`src/rtl/lemon_ifu.sv`:
```
// Instruction fetch unit: owns the fetch PC, issues one outstanding request at a time, buffers {pc, inst} for decode.
// Optional feature: define IFU_MISALIGN_CHECK_EN to fault on misaligned redirects; otherwise redirect_pc[1:0] is forced to 0.
module lemon_ifu #(
    parameter int unsigned       ADDR_W  = 64,
    parameter int unsigned       INST_W  = 32,
    parameter logic [ADDR_W-1:0] PC_INIT = ADDR_W'(64'h8000_0000),
    parameter int unsigned       DEPTH   = 2
) (
    input  logic              clk,
    input  logic              rst_n,
    input  logic              redirect_valid,
    input  logic [ADDR_W-1:0] redirect_pc,
    output logic              mem_req_valid,
    output logic [ADDR_W-1:0] mem_req_addr,
    input  logic              mem_req_ready,
    input  logic              mem_resp_valid,
    input  logic [63:0]       mem_resp_data,
    output logic              inst_valid,
    input  logic              inst_ready,
    output logic [ADDR_W-1:0] inst_pc,
    output logic [INST_W-1:0] inst,
    output logic              fetch_fault
);

    localparam int unsigned PTR_W = (DEPTH > 1) ? $clog2(DEPTH) : 1;
    localparam int unsigned CNT_W = $clog2(DEPTH + 1);

    typedef enum logic [1:0] {IDLE, REQ, WAIT, DROP} state_t;

    state_t            state, state_nxt;
    logic [ADDR_W-1:0] pc;
    logic [CNT_W-1:0]  count, count_after;
    logic [PTR_W-1:0]  rd_ptr, wr_ptr;
    logic [ADDR_W-1:0] pc_mem   [DEPTH];
    logic [INST_W-1:0] inst_mem [DEPTH];
    logic              fault;
    logic              accept, enq, deq, bad_redirect;
    logic [ADDR_W-1:0] redirect_tgt;
    logic [31:0]       inst_word;

`ifdef IFU_MISALIGN_CHECK_EN
    assign bad_redirect = redirect_valid && (redirect_pc[1:0] != 2'b00);
    assign redirect_tgt = redirect_pc;
`else
    assign bad_redirect = 1'b0;
    assign redirect_tgt = redirect_pc & ~ADDR_W'(3);
`endif

    assign mem_req_valid = (state == REQ);
    assign mem_req_addr  = {pc[ADDR_W-1:3], 3'b000};
    assign accept        = mem_req_valid && mem_req_ready;
    assign enq           = (state == WAIT) && mem_resp_valid && !redirect_valid;
    assign inst_valid    = (count != '0);
    assign deq           = inst_valid && inst_ready;
    assign count_after   = count + CNT_W'(enq) - CNT_W'(deq);
    assign inst_word     = pc[2] ? mem_resp_data[63:32] : mem_resp_data[31:0];
    assign inst_pc       = pc_mem[rd_ptr];
    assign inst          = inst_mem[rd_ptr];
    assign fetch_fault   = fault;

    always_comb begin
        state_nxt = state;
        case (state)
            IDLE: if (count < CNT_W'(DEPTH)) state_nxt = REQ;
            REQ:  if (accept) state_nxt = WAIT;
            WAIT: if (mem_resp_valid) state_nxt = (count_after < CNT_W'(DEPTH)) ? REQ : IDLE;
            DROP: if (mem_resp_valid) state_nxt = REQ;
            default: state_nxt = IDLE;
        endcase
        // A redirect must still wait out any response already owed by memory.
        if (redirect_valid) begin
            if ((state == WAIT || state == DROP) && !mem_resp_valid)
                state_nxt = DROP;
            else if (state == REQ && accept)
                state_nxt = DROP;
            else
                state_nxt = REQ;
        end
        if (fault || bad_redirect) state_nxt = IDLE;
    end

    always_ff @(posedge clk) begin
        if (!rst_n) begin
            state  <= IDLE;
            pc     <= PC_INIT;
            count  <= '0;
            rd_ptr <= '0;
            wr_ptr <= '0;
            fault  <= 1'b0;
            for (int unsigned i = 0; i < DEPTH; i++) begin
                pc_mem[i]   <= '0;
                inst_mem[i] <= '0;
            end
        end else begin
            state <= state_nxt;
            fault <= fault || bad_redirect;
            if (redirect_valid) begin
                pc     <= redirect_tgt;
                count  <= '0;
                rd_ptr <= '0;
                wr_ptr <= '0;
            end else begin
                if (enq) begin
                    pc_mem[wr_ptr]   <= pc;
                    inst_mem[wr_ptr] <= INST_W'(inst_word);
                    wr_ptr           <= wr_ptr + 1'b1;
                    pc               <= pc + ADDR_W'(4);
                end
                if (deq) rd_ptr <= rd_ptr + 1'b1;
                count <= count_after;
            end
        end
    end

endmodule

```
`config.mk`:
```
export PLATFORM = sky130hd
export DESIGN_NAME = lemon_ifu
export DESIGN_NICKNAME = d
export VERILOG_FILES = /design/src/rtl/lemon_ifu.sv
export SDC_FILE = /design/constraint.sdc
export NUM_CORES = 1
export LEC_CHECK = 0
export BUFFER_PORTS_ARGS = -buffer_cell sky130_fd_sc_hd__buf_2
export CORE_MARGIN = 2
export CORE_UTILIZATION = 55
export CTS_CLUSTER_SIZE = 24
export DETAILED_ROUTE_END_ITERATION = 6
export PLACE_DENSITY = 0.81
export REMOVE_ABC_BUFFERS = 1
export SLEW_MARGIN = 25
export SYNTH_ARGS = -nofsm -noshare
export SYNTH_HDL_FRONTEND = slang
export SYNTH_SLANG_ARGS = --single-unit
```
`constraint.sdc`:
```
create_clock -name clk -period 10.6 [get_ports clk]
set_input_delay 1.06 -clock clk [delete_from_list [all_inputs] [get_ports clk]]
set_output_delay 1.06 -clock clk [all_outputs]
set_load 0.03 [all_outputs]
```
==> results of run 1 <==
[path summary, 6_finish.rpt]
check                start         endpoint  slack, ns  depth (start not counted)
setup / recovery     rst_n  inst_mem[1][26]       5.94                          9
hold / removal      rd_ptr        flip-flop       0.53                          2
setup reg to reg  state[1]  inst_mem[1][26]       6.60                          7
hold reg to reg     rd_ptr        flip-flop       0.53                          2
[power groups by stage]
stage	Sequential, mW	Combinational [mW]	Clock, mW
2_1_floorplan	1.21	0.112	0
3_3_place_gp	1.18	0.229	0
3_5_place_dp	1.18	0.233	0
4_1_cts	1.16	0.235	1.04
5_1_grt	1.17	0.250	1.09
6_report	1.16	0.234	1.03
[worst reg2reg max path: cells and delay by family (launching register included)]
family / cells / cell delay (ns)
flip-flops: 1 / 0.47
AND/OR/NAND/NOR: 4 / 2.14
buffers and inverters: 3 / 1.00
[state kept, by name, indices dropped and copies added, names as in the netlist, named ones only]
| signal | cells |
|---|---|
| inst_mem | 64 |
| count | 2 |
| state | 2 |
| pc | 62 |
| wr_ptr | 1 |
| pc_mem | 124 |
| rd_ptr | 1 |
[layout by cell type (no fill, tap or decap), types with 3 or more instances in the layout]
master	Yosys	layout
sky130_fd_sc_hd__buf_2	5	288
sky130_fd_sc_hd__edfxtp_1	188	188
sky130_fd_sc_hd__nor2_1	124	123
sky130_fd_sc_hd__mux2_2	94	94
sky130_fd_sc_hd__dfxtp_1	69	66
sky130_fd_sc_hd__and3_1	61	61
sky130_fd_sc_hd__and2_1	57	57
sky130_fd_sc_hd__o21ai_0	55	54
sky130_fd_sc_hd__mux2i_1	43	43
sky130_fd_sc_hd__nand4_1	38	38
sky130_fd_sc_hd__nand2_1	36	34
sky130_fd_sc_hd__nand3_1	27	27
sky130_fd_sc_hd__a21oi_1	27	27
sky130_fd_sc_hd__clkbuf_16	0	27
sky130_fd_sc_hd__xor2_1	22	22
sky130_fd_sc_hd__xnor2_1	14	14
sky130_fd_sc_hd__inv_1	13	13
sky130_fd_sc_hd__buf_4	68	13
sky130_fd_sc_hd__nor4_1	12	11
sky130_fd_sc_hd__nor3_1	11	10
sky130_fd_sc_hd__a211oi_1	10	10
sky130_fd_sc_hd__a31oi_1	9	9
sky130_fd_sc_hd__and4_1	8	8
sky130_fd_sc_hd__or3_1	9	8
sky130_fd_sc_hd__or4_1	7	7
sky130_fd_sc_hd__clkinv_2	0	7
sky130_fd_sc_hd__nor3b_1	6	6
sky130_fd_sc_hd__conb_1	1	6
sky130_fd_sc_hd__bufinv_16	0	6
sky130_fd_sc_hd__nor2b_1	5	5
sky130_fd_sc_hd__a311oi_1	5	5
sky130_fd_sc_hd__o31ai_1	5	5
sky130_fd_sc_hd__or2_2	4	4
sky130_fd_sc_hd__o211a_1	4	4
sky130_fd_sc_hd__nor4b_1	4	4
sky130_fd_sc_hd__clkbuf_8	0	4
sky130_fd_sc_hd__nor4_4	3	3
sky130_fd_sc_hd__ha_1	3	3
[routing by layer]
metal	up-vias	global-route usage, %
met5	-	0
met4	6	6.95
met3	59	5.76
met2	492	44.5
met1	4661	34.6
li1	4503	-
[stage by stage]
stage                     hold slack [ns]  power (mW)  cell area [um^2]  cells
after global placement              0.498        1.41             14100   1619
after CTS                           0.532        2.43             15100   1670
final                               0.526        2.43             15100   1670
after floorplan                     0.481        1.32             12100   1005
after global routing                0.565        2.50             15100   1670
after detailed placement            0.517        1.42             14100   1621
[kinds of logic (layout without fill, tap and decap cells)]
| group | Yosys count | after routing |
|---|---|---|
| mux | 137 | 137 |
| buf+inv | 158 | 367 |
| xor+xnor | 36 | 36 |
| flops | 257 | 257 |
| other cells | 1 | 6 |
| simple gates | 426 | 426 |
| fa+ha+maj | 3 | 3 |
| compound gates | 125 | 125 |
[final cells by class]
cell class	instances	area (um^2)	share of cell area, %
clock inverters	16	235	1.56
repair buffers	303	1580	10.5
flip-flops and latches	257	7040	46.6
inverters	15	56.3	0.373
multi-input cells	733	5040	33.4
clock buffers	33	738	4.89
well taps	313	392	2.60
==> insert_results.sql, run 1 <==
INSERT INTO impl_metrics (metric_group, metric, value, unit) VALUES
('logic_synthesis', 'synth-simple-area-share', '18.5', '%'),
('logic_synthesis', 'synthMostInstantiatedCell', 'sky130_fd_sc_hd__edfxtp_1', ''),
('power', 'p_leak', '6.26', 'nW'),
('logic_synthesis', 'syn_avg_cell_area', '11.2', 'um^2'),
('setup_path', 'timing.critical_path.arrival', '4.82', 'ns'),
('placement', 'rd_place_congestion', '0.800', ''),
('setup_path', 'worst-setup-path-type', 'in -> reg', ''),
('floorplanning', 'std_cell_rows', '55', ''),
('clock_network', 'cts-buffers-inserted', '27', ''),
('route', 'detail_route.vias_per_cell', '5.82', ''),
('clock_network', 'clkTransAtPathRegs', '0.06', 'ns'),
('timing', 'finalWorstSetupSlack', '5.94', 'ns'),
('route', 'via_count', '9721', ''),
('timing', 'fin_tns_setup', '0', 'ns'),
('clock_network', 'tritoncts_sinks', '257', ''),
('grt', 'grt_util_all_layers', '26.4', '%'),
('timing', 'worstMarginPinSlew', '1.03', 'ns'),
('grt', 'grt_pass1_wl', '50600', 'um'),
('timing', 'max_freq', '215', 'MHz'),
('logic_synthesis', 'synth.top_cell.area_share', '43.9', '%'),
('logic_synthesis', 'gate_count_after_technology_mapping', '1143', ''),
('grt', 'grt.overflow.total', '0', ''),
('setup_path', 'crit_slowest_cell', 'sky130_fd_sc_hd__nand2_4', ''),
('setup_path', 'cp_slowest_stage_delay', '0.82', 'ns'),
('placement', 'dp_wirelength', '22300', 'um'),
('clock_network', 'setup_buffers_after_cts', '0', ''),
('clock_network', 'clkLatencyLatePin', '0.53', 'ns'),
('power', 'power_density_over_the_cells', '161', 'nW/um^2'),
('setup_path', 'cp_num_buf_inv', '5', ''),
('setup_path', 'critical_path_rt', '10.77', 'ns'),
('grt', 'antenna_violations_before_repair', '4', ''),
('logic_synthesis', 'adder_cell_fraction_of_synth_area', '0.292', '%'),
('logic_synthesis', 'synth_cell_types', '58', ''),
('cells_and_area', 'net_count_of_the_finished_layout', '1474', ''),
('route', 'post_dr_wirelength_cell', '20.3', 'um'),
('floorplanning', 'floorplan.die.height', '157', 'um'),
('logic_synthesis', 'yosysWarnings', '0', ''),
('clock_network', 'cts_hold_buffers', '0', ''),
('route', 'finalWirelength', '33900', 'um'),
('route', 'route.antenna.remaining_nets', '0', ''),
('setup_path', 'timing.critical_path.from_type', 'input pin', ''),
('clock_network', 'cts_tree', 'built', ''),
('route', 'detail_route.drc_violations', '0', ''),
('power', 'internal_power', '1.84', 'mW'),
('power', 'power.share.switching', '24.4', '%'),
('route', 'top_layer', 'met5', ''),
('floorplanning', 'coreArea', '22800', 'um^2'),
('timing', 'rsz_0062_raised_after_global_routing', 'no', ''),
('logic_synthesis', 'most_used_flip_flop_cell_after_synthesis', 'sky130_fd_sc_hd__edfxtp_1', ''),
('setup_path', 'worst_setup_path_end_kind', 'flip-flop', ''),
('floorplanning', 'fp.dieArea', '24600', 'um^2'),
('cells_and_area', 'utilization', '66.2', '%'),
('logic_synthesis', 'fraction_of_the_yosys_area_taken_by_sequential_cells', '54.7', '%'),
('logic_synthesis', 'synth_top_cell_by_area', 'sky130_fd_sc_hd__edfxtp_1', ''),
('timing', 'report.final.hold_viol_count', '0', ''),
('timing', 'relSlewSlack', '31.0', '%'),
('setup_path', 'critical_path.top_delay_family', 'simple AND/OR/NAND/NOR gates', ''),
('power', 'p_sw', '0.594', 'mW'),
('logic_synthesis', 'post_synth_xor_area_fraction', '2.45', '%'),
('timing', 'finalWorstPathRequiredPeriod', '4.66', 'ns'),
('cells_and_area', 'fillerInstances', '1703', ''),
('outcome', 'outcome', 'complete, no violations', ''),
('grt', 'number_of_global_route_vias_before_repair', '9206', ''),
('cells_and_area', 'antenna_cells', '0', ''),
('logic_synthesis', 'synth_area', '12900', 'um^2'),
('floorplanning', 'ios', '297', ''),
('timing', 'layout_worst_path_cycle_share', '43.9', '%'),
('route', 'detail_route.wirelength.met1', '13700', 'um'),
('placement', 'io_buffer_count', '288', ''),
('logic_synthesis', 'yosys-top-cells-area', 'sky130_fd_sc_hd__edfxtp_1 (44%), sky130_fd_sc_hd__dfxtp_1 (11%), sky130_fd_sc_hd__mux2_2 (8.2%)', ''),
('floorplanning', 'floorplan.die.width', '157', 'um');
(Power assumes the default switching activity.)
==> run 2: changes to the inputs <==
--- a/config.mk
+++ b/config.mk
@@ -7,10 +7,10 @@
 export LEC_CHECK = 0
 export BUFFER_PORTS_ARGS = -buffer_cell sky130_fd_sc_hd__buf_2
 export CORE_MARGIN = 2
-export CORE_UTILIZATION = 55
+export CORE_UTILIZATION = 49
 export CTS_CLUSTER_SIZE = 24
 export DETAILED_ROUTE_END_ITERATION = 6
-export PLACE_DENSITY = 0.81
+export PLACE_DENSITY = 0.77
 export REMOVE_ABC_BUFFERS = 1
 export SLEW_MARGIN = 25
 export SYNTH_ARGS = -nofsm -noshare
==> constraint.sdc (replaced) <==
create_clock -name clk -period 3.75 [get_ports clk]
set_input_delay 0.375 -clock clk [delete_from_list [all_inputs] [get_ports clk]]
set_output_delay 0.375 -clock clk [all_outputs]
set_load 0.03 [all_outputs]
==> run 2 against run 1 <==
Compared with the run above:
- combinational power rose to 2.9 times the previous value
- sequential power grew to 2.8 times the previous value
- cell count increased by 1.8%
- clock-buffer cell count is 6 higher
- critical path depth fell by 4
- die area is 12% higher
- non-clock buffer count increased by 6
- critical endpoint is now pc[29]
==> insert_results.sql, run 2 (same netlist as run 1, synthesis figures left out) <==
INSERT INTO impl_metrics (metric_group, metric, value, unit) VALUES
('outcome', 'outcome', 'complete, no violations', ''),
('route', 'detail_route.drc_violations', '0', ''),
('cells_and_area', 'net_count_of_the_finished_layout', '1480', ''),
('setup_path', 'timing.critical_path.arrival', '3.20', 'ns'),
('cells_and_area', 'register_name_with_the_most_flops', 'pc_mem', ''),
('clock_network', 'clkTransAtPathRegs', '0.06', 'ns'),
('grt', 'grt_pass1_wl', '53600', 'um'),
('cells_and_area', 'finish.cell_count_without_fillers', '1700', ''),
('floorplanning', 'floorplan.die.width', '166', 'um'),
('route', 'post_dr_wirelength_cell', '20.6', 'um'),
('timing', 'timing_max_transition_violations_final', '0', ''),
('route', 'drt_iter0_markers', '963', ''),
('route', 'detail_route.wirelength.met1', '14600', 'um'),
('timing', 'finalWorstPathRequiredPeriod', '2.76', 'ns'),
('route', 'route.antenna.remaining_nets', '0', ''),
('setup_path', 'crit_slowest_cell', 'sky130_fd_sc_hd__nor4_1', ''),
('cells_and_area', 'utilization', '57.8', '%'),
('timing', 'layout_worst_path_cycle_share', '73.5', '%'),
('cells_and_area', 'final_layout_size_suffix_gt1_share', '34.1', '%'),
('route', 'wl_met3', '2780', 'um'),
('setup_path', 'critical_path_rt', '4.19', 'ns'),
('clock_network', 'setup_buffers_after_cts', '0', ''),
('setup_path', 'cp-startpoint', 'state[1]', ''),
('setup_path', 'timing.rr.start', 'state[1]', ''),
('floorplanning', 'std_cell_rows', '59', ''),
('setup_path', 'timing.critical_path.from_type', 'flip-flop', ''),
('setup_path', 'cp_slowest_stage_delay', '0.71', 'ns'),
('grt', 'number_of_global_route_vias_before_repair', '9692', ''),
('floorplanning', 'coreArea', '25900', 'um^2'),
('cells_and_area', 'most_used_cells_in_the_layout_excluding_fill_and_tap_cells', 'sky130_fd_sc_hd__buf_2 (288), sky130_fd_sc_hd__edfxtp_1 (188), sky130_fd_sc_hd__nor2_1 (123)', ''),
('clock_network', 'cts_tree', 'built', ''),
('cells_and_area', 'max_reg_flops', '124', ''),
('setup_path', 'ff_to_ff_setup_slack', '0.99', 'ns'),
('clock_network', 'cts-buffers-inserted', '27', ''),
('floorplanning', 'floorplan.initialDensity', '49.6', '%'),
('timing', 'holdWs', '0.0741', 'ns'),
('route', 'via_count', '9771', ''),
('route', 'finalWirelength', '35000', 'um'),
('power', 'peakVddDrop', '0.350', 'mV'),
('clock_network', 'clkLatencyLatePin', '0.54', 'ns'),
('placement', 'io_buffer_count', '288', ''),
('clock_network', 'cts_hold_buffers', '0', ''),
('route', 'route.met2.wl', '16800', 'um'),
('placement', 'rd_place_congestion', '0.818', ''),
('grt', 'grt_util_all_layers', '24.4', '%'),
('timing', 'rsz_0062_raised_after_global_routing', 'no', ''),
('placement', 'dp_wirelength', '22900', 'um'),
('route', 'detail_route.vias_per_cell', '5.75', ''),
('timing', 'finalWorstSetupSlack', '0.993', 'ns'),
('timing', 'worstMarginPinSlew', '1.05', 'ns'),
('placement', 'placedCellCount', '1649', ''),
('route', 'drt_pre_antenna_iters', '6', ''),
('floorplanning', 'ios', '297', ''),
('timing', 'relSlewSlack', '30.3', '%'),
('setup_path', 'worst_setup_path_end_kind', 'flip-flop', ''),
('clock_network', 'cts-htree-levels', '1', ''),
('setup_path', 'largest_fanout_on_the_critical_path', '14', ''),
('grt', 'grt.overflow.total', '0', ''),
('worst_hold_path', 'hold_path.startpoint', 'redirect_pc[8]', ''),
('cells_and_area', 'fillerInstances', '2175', ''),
('cells_and_area', 'largest_registers_in_the_final_layout', 'pc_mem (124), inst_mem (64), pc (62)', ''),
('cells_and_area', 'most_common_library_cell_in_the_layout_ignoring_fill_and_taps', 'sky130_fd_sc_hd__buf_2', ''),
('floorplanning', 'fp.dieArea', '27500', 'um^2'),
('power', 'p_leak', '6.18', 'nW'),
('timing', 'timing.clock.skew', '0.0287', 'ns'),
('placement', 'place_worst_setup_slack', '1.06', 'ns'),
('worst_hold_path', 'class_of_the_tightest_hold_or_removal_check', 'in -> reg', ''),
('clock_network', 'tritoncts_sinks', '257', ''),
('clock_network', 'post_cts_resize_count', '0', ''),
('grt', 'antenna_violations_before_repair', '2', ''),
('timing', 'report.final.hold_viol_count', '0', ''),
('flow_run', 'max-cap-violations', '0', ''),
('clock_network', 'root_cell_of_the_clock_tree', 'sky130_fd_sc_hd__clkbuf_16', ''),
('floorplanning', 'floorplan.die.height', '166', 'um'),
('setup_path', 'path_cells', 'nand3b_2, nor4_1, nand4_1, or3_1, a31oi_1', ''),
('clock_network', 'cts-root-to-sink-buffers', '3', ''),
('cells_and_area', 'area.growth.synth_to_final', '16.4', '%'),
('setup_path', 'worst-setup-path-type', 'reg -> reg', ''),
('grt', 'grt_start_max_net_pins', '100', ''),
('timing', 'max_freq', '363', 'MHz'),
('power', 'power_density_over_the_cells', '428', 'nW/um^2'),
('route', 'top_layer', 'met5', ''),
('timing', 'setup_viol', '0', '');
==> run 2: changes by cell type in the layout (fill, tap and decap cells not counted), moves of 2 or more <==
cell / delta
sky130_fd_sc_hd__clkbuf_8: -2
sky130_fd_sc_hd__clkinv_2: -2
sky130_fd_sc_hd__clkinv_1: +2
sky130_fd_sc_hd__bufinv_16: -6
sky130_fd_sc_hd__clkbuf_1: +8
sky130_fd_sc_hd__buf_4: +6
sky130_fd_sc_hd__buf_12: +2
==> run 2: power breakdown <==
| group | internal (mW) | switching [mW] | leakage, nW |
|---|---|---|---|
| logic | 0.223 | 0.449 | 3.28 |
| registers | 3.16 | 0.116 | 2.51 |
| clock network | 1.37 | 1.09 | 0.388 |
| total | 4.76 | 1.66 | 6.18 |
==> run 2: worst max-delay path, delay by kind of cell (launching register included) <==
| kind | cells | cell delay, ns |
|---|---|---|
| flops | 1 | 0.46 |
| compound gates | 1 | 0.17 |
| simple gates | 4 | 2.05 |
==> run 2: area by class of cell <==
type                       instances  area [um^2]  area share (%)
timing repair buffer             309         1620            10.8
inverter                          15         56.3           0.376
tap                              335          419            2.80
multi-input combinational        733         5030            33.6
sequential                       257         7030            47.0
antenna                            1         2.50          0.0167
clock buffer                      39          741            4.95
clock inverter                    11         60.1           0.401
==> run 2: metal layers <==
layer	GRT usage [%]	vias to the layer above
li1	-	4509
met1	32.3	4730
met2	41.0	461
met3	4.39	69
met4	7.37	2
met5	0	-
==> run 2: path summary, 6_finish.rpt <==
check / depth (start not counted) / end
min reg2reg: 2 / flip-flop
max reg2reg: 5 / pc[29]
min: 2 / pc[8]
max: 5 / pc[29]
==> run 2: metrics by stage <==
step	area (um^2)	power (mW)	TNS [ns]
after floorplan	12100	3.73	-648.44
after global placement	14200	3.99	0
after global routing	15000	6.64	0
final	15000	6.41	0
after CTS	15000	6.45	0
after detailed placement	14200	4.01	0
==> run 3: changes to the inputs <==
--- a/config.mk
+++ b/config.mk
@@ -5,9 +5,10 @@
 export SDC_FILE = /design/constraint.sdc
 export NUM_CORES = 1
 export LEC_CHECK = 0
+export ABC_AREA = 1
 export BUFFER_PORTS_ARGS = -buffer_cell sky130_fd_sc_hd__buf_2
 export CORE_MARGIN = 2
-export CORE_UTILIZATION = 49
+export CORE_UTILIZATION = 50
 export CTS_CLUSTER_SIZE = 24
 export DETAILED_ROUTE_END_ITERATION = 6
 export PLACE_DENSITY = 0.77
==> constraint.sdc (replaced) <==
create_clock -name clk -period 2.4 [get_ports clk]
set_input_delay 0.24 -clock clk [delete_from_list [all_inputs] [get_ports clk]]
set_output_delay 0.24 -clock clk [all_outputs]
set_load 0.03 [all_outputs]
==> run 3 against run 2 <==
Compared with the run above:
- cell count increased by 25%
- wire length is 11% higher
- synthesized cell count is 34% higher
- critical path depth fell by 2
- register-to-register slack lost 0.67 ns
- area after synthesis grew 5.8%
- global-route usage increased by 2.3 points
==> insert_results.sql, run 3 <==
INSERT INTO impl_metrics (metric_group, metric, value, unit) VALUES
('route', 'drt_pre_antenna_iters', '6', ''),
('logic_synthesis', 'syn_avg_cell_area', '8.87', 'um^2'),
('floorplanning', 'fp.dieArea', '28500', 'um^2'),
('logic_synthesis', 'yosys-top-cells-area', 'sky130_fd_sc_hd__edfxtp_1 (42%), sky130_fd_sc_hd__dfxtp_1 (10%), sky130_fd_sc_hd__nor2_1 (9.2%)', ''),
('power', 'power_density_over_the_cells', '646', 'nW/um^2'),
('clock_network', 'clkLatencyLatePin', '0.55', 'ns'),
('logic_synthesis', 'most_used_flip_flop_cell_after_synthesis', 'sky130_fd_sc_hd__edfxtp_1', ''),
('timing', 'max_freq', '442', 'MHz'),
('floorplanning', 'floorplan.initialDensity', '50.7', '%'),
('route', 'post_dr_wirelength_cell', '18.3', 'um'),
('route', 'drt_iter0_markers', '1083', ''),
('route', 'detail_route.vias_per_cell', '5.34', ''),
('placement', 'place_worst_setup_slack', '0.114', 'ns'),
('setup_path', 'largest_fanout_on_the_critical_path', '61', ''),
('cells_and_area', 'finish.cell_count_without_fillers', '2132', ''),
('logic_synthesis', 'synth_area', '13600', 'um^2'),
('clock_network', 'tritoncts_sinks', '257', ''),
('outcome', 'outcome', 'complete, no violations', ''),
('cells_and_area', 'utilization', '60.1', '%'),
('cells_and_area', 'final_layout_size_suffix_gt1_share', '27.9', '%'),
('cells_and_area', 'area.growth.synth_to_final', '18.4', '%'),
('timing', 'finalWorstSetupSlack', '0.140', 'ns'),
('placement', 'placedCellCount', '2064', ''),
('setup_path', 'worst_setup_path_end_kind', 'output pin', ''),
('floorplanning', 'floorplan.die.width', '169', 'um'),
('floorplanning', 'std_cell_rows', '60', ''),
('cells_and_area', 'layout.cell_area.non_filler', '16100', 'um^2'),
('timing', 'report.final.hold_viol_count', '0', ''),
('cells_and_area', 'most_common_library_cell_in_the_layout_ignoring_fill_and_taps', 'sky130_fd_sc_hd__nor2_1', ''),
('timing', 'layout_worst_path_cycle_share', '94.2', '%'),
('setup_path', 'timing.critical_path.from_type', 'flip-flop', ''),
('grt', 'number_of_global_route_vias_before_repair', '11000', ''),
('logic_synthesis', 'yosysWarnings', '0', ''),
('flow_run', 'max-cap-violations', '0', ''),
('grt', 'grt_util_all_layers', '26.6', '%'),
('timing', 'holdWs', '0.0256', 'ns'),
('grt', 'grt.overflow.total', '0', ''),
('clock_network', 'cts_tree', 'built', ''),
('clock_network', 'clkTransAtPathRegs', '0.07', 'ns'),
('floorplanning', 'ios', '297', ''),
('placement', 'dp_wirelength', '27900', 'um'),
('grt', 'grt_pass1_wl', '59300', 'um'),
('setup_path', 'timing.critical_path.arrival', '2.02', 'ns'),
('cells_and_area', 'most_used_cells_in_the_layout_excluding_fill_and_tap_cells', 'sky130_fd_sc_hd__nor2_1 (333), sky130_fd_sc_hd__nand2_1 (289), sky130_fd_sc_hd__buf_2 (288)', ''),
('logic_synthesis', 'synth.top_cell.area_share', '41.5', '%'),
('worst_hold_path', 'class_of_the_tightest_hold_or_removal_check', 'in -> reg', ''),
('clock_network', 'cts-buffers-inserted', '28', ''),
('setup_path', 'worst-setup-path-type', 'reg -> out', ''),
('route', 'finalWirelength', '39000', 'um'),
('placement', 'io_buffer_count', '288', ''),
('route', 'detail_route.drc_violations', '0', ''),
('cells_and_area', 'register_name_with_the_most_flops', 'pc_mem', ''),
('timing', 'worstMarginPinSlew', '0.900', 'ns'),
('timing', 'relSlewSlack', '40.0', '%'),
('logic_synthesis', 'synth_enable_flop_cells', '188', ''),
('route', 'route.antenna.remaining_nets', '0', ''),
('logic_synthesis', 'synthesized_flop_and_latch_total', '257', ''),
('floorplanning', 'floorplan.die.height', '169', 'um'),
('clock_network', 'root_cell_of_the_clock_tree', 'sky130_fd_sc_hd__clkbuf_16', ''),
('clock_network', 'cts-root-to-sink-buffers', '3', ''),
('placement', 'placed_area', '15100', 'um^2'),
('cells_and_area', 'antenna_cells', '0', ''),
('logic_synthesis', 'gate_count_after_technology_mapping', '1533', ''),
('timing', 'fin_tns_setup', '0', 'ns'),
('power', 'peakVddDrop', '0.401', 'mV'),
('clock_network', 'cts-htree-levels', '1', ''),
('timing', 'timing.clock.skew', '0.0279', 'ns'),
('timing', 'finalWorstPathRequiredPeriod', '2.26', 'ns'),
('setup_path', 'critical_path_rt', '2.16', 'ns'),
('logic_synthesis', 'synth_top_cell_by_area', 'sky130_fd_sc_hd__edfxtp_1', ''),
('cells_and_area', 'max_reg_flops', '124', ''),
('clock_network', 'post_cts_resize_count', '0', ''),
('placement', 'rd_place_congestion', '0.945', ''),
('grt', 'grt_start_max_net_pins', '95', ''),
('timing', 'timing_max_transition_violations_final', '0', ''),
('power', 'p_leak', '6.52', 'nW'),
('timing', 'setup_viol', '0', ''),
('power', 'fin_total_pwr', '10.4', 'mW'),
('logic_synthesis', 'fraction_of_the_yosys_area_taken_by_sequential_cells', '51.7', '%'),
('timing', 'rsz_0062_raised_after_global_routing', 'no', ''),
('logic_synthesis', 'async_flop_share', '0', '%'),
('route', 'via_count', '11400', ''),
('logic_synthesis', 'synth_cell_types', '33', ''),
('logic_synthesis', 'synthMostInstantiatedCell', 'sky130_fd_sc_hd__nor2_1', ''),
('cells_and_area', 'net_count_of_the_finished_layout', '1907', ''),
('grt', 'antenna_violations_before_repair', '0', ''),
('floorplanning', 'coreArea', '26800', 'um^2'),
('logic_synthesis', 'commonest_cells_in_the_synthesized_netlist', 'sky130_fd_sc_hd__nor2_1 (333), sky130_fd_sc_hd__nand2_1 (291), sky130_fd_sc_hd__edfxtp_1 (188)', ''),
('cells_and_area', 'largest_registers_in_the_final_layout', 'pc_mem (124), inst_mem (64), pc (62)', '');
==> run 3: changes by cell type after synthesis, sizes merged, moves of 25 or more <==
cell and delta:
and3 -61, and2 -59, nor2 +234, nand2 +266, a21oi +30, inv +116
clkbuf -39, nand4 -25
==> run 3: logic make-up after synthesis <==
kind of cell             synth area share (%)
AO/OA/AOI/OAI                            5.72
XOR/XNOR                                0.902
adder cells (fa/ha/maj)                 0.276
buffers and inverters                    9.21
flip-flops                               51.7
multiplexers                             10.1
other                                  0.0276
AND/OR/NAND/NOR                          22.1
==> run 3: metal layers <==
metal	share of wire [%]	routed length (um)	track usage (%)	vias up
met5	0	0	0	-
met4	3.2	1260	9.86	0
met3	8.6	3370	4.72	78
met2	47	18300	44.7	553
met1	41	16000	34.7	5311
li1	-	-	-	5445
==> run 3: layout make-up <==
| cell class | instances | area (um^2) |
|---|---|---|
| fill | 2294 | 10700 |
| sequential | 257 | 7030 |
| multi-input combinational | 1024 | 5390 |
| timing repair buffer | 330 | 1910 |
| clock buffer | 40 | 820 |
| inverter | 129 | 484 |
| tap | 341 | 427 |
| clock inverter | 11 | 47.5 |
==> run 3: where the power goes <==
group / internal, mW / total [mW] / switching (mW)
combinational: 0.408 / 1.25 / 0.845
clock: 2.36 / 4.07 / 1.71
sequential: 4.94 / 5.08 / 0.140
total: 7.71 / 10.4 / 2.70
==> run 3: worst max-delay path, cell delays in order, from the launching register on <==
cell and delay (ns):
sky130_fd_sc_hd__dfxtp_4 0.47, sky130_fd_sc_hd__buf_12 0.33, sky130_fd_sc_hd__mux2_2 0.41, sky130_fd_sc_hd__buf_2 0.19
==> run 3: final timing paths <==
path / cells after the start / endpoint / slack (ns) / startpoint
max: 3 / inst_pc[23] / 0.14 / flip-flop
min: 3 / pc[14] / 0.03 / redirect_pc[14]
max reg2reg: 12 / state[0] / 0.32 / state[0]
min reg2reg: 1 / flip-flop / 0.44 / rd_ptr
==> run 3: repair_timing <==
item,in CTS,in global routing
hold endpoints to repair,15,0
hold buffers,15,0
setup buffers,0,2
setup endpoints to repair,0,1
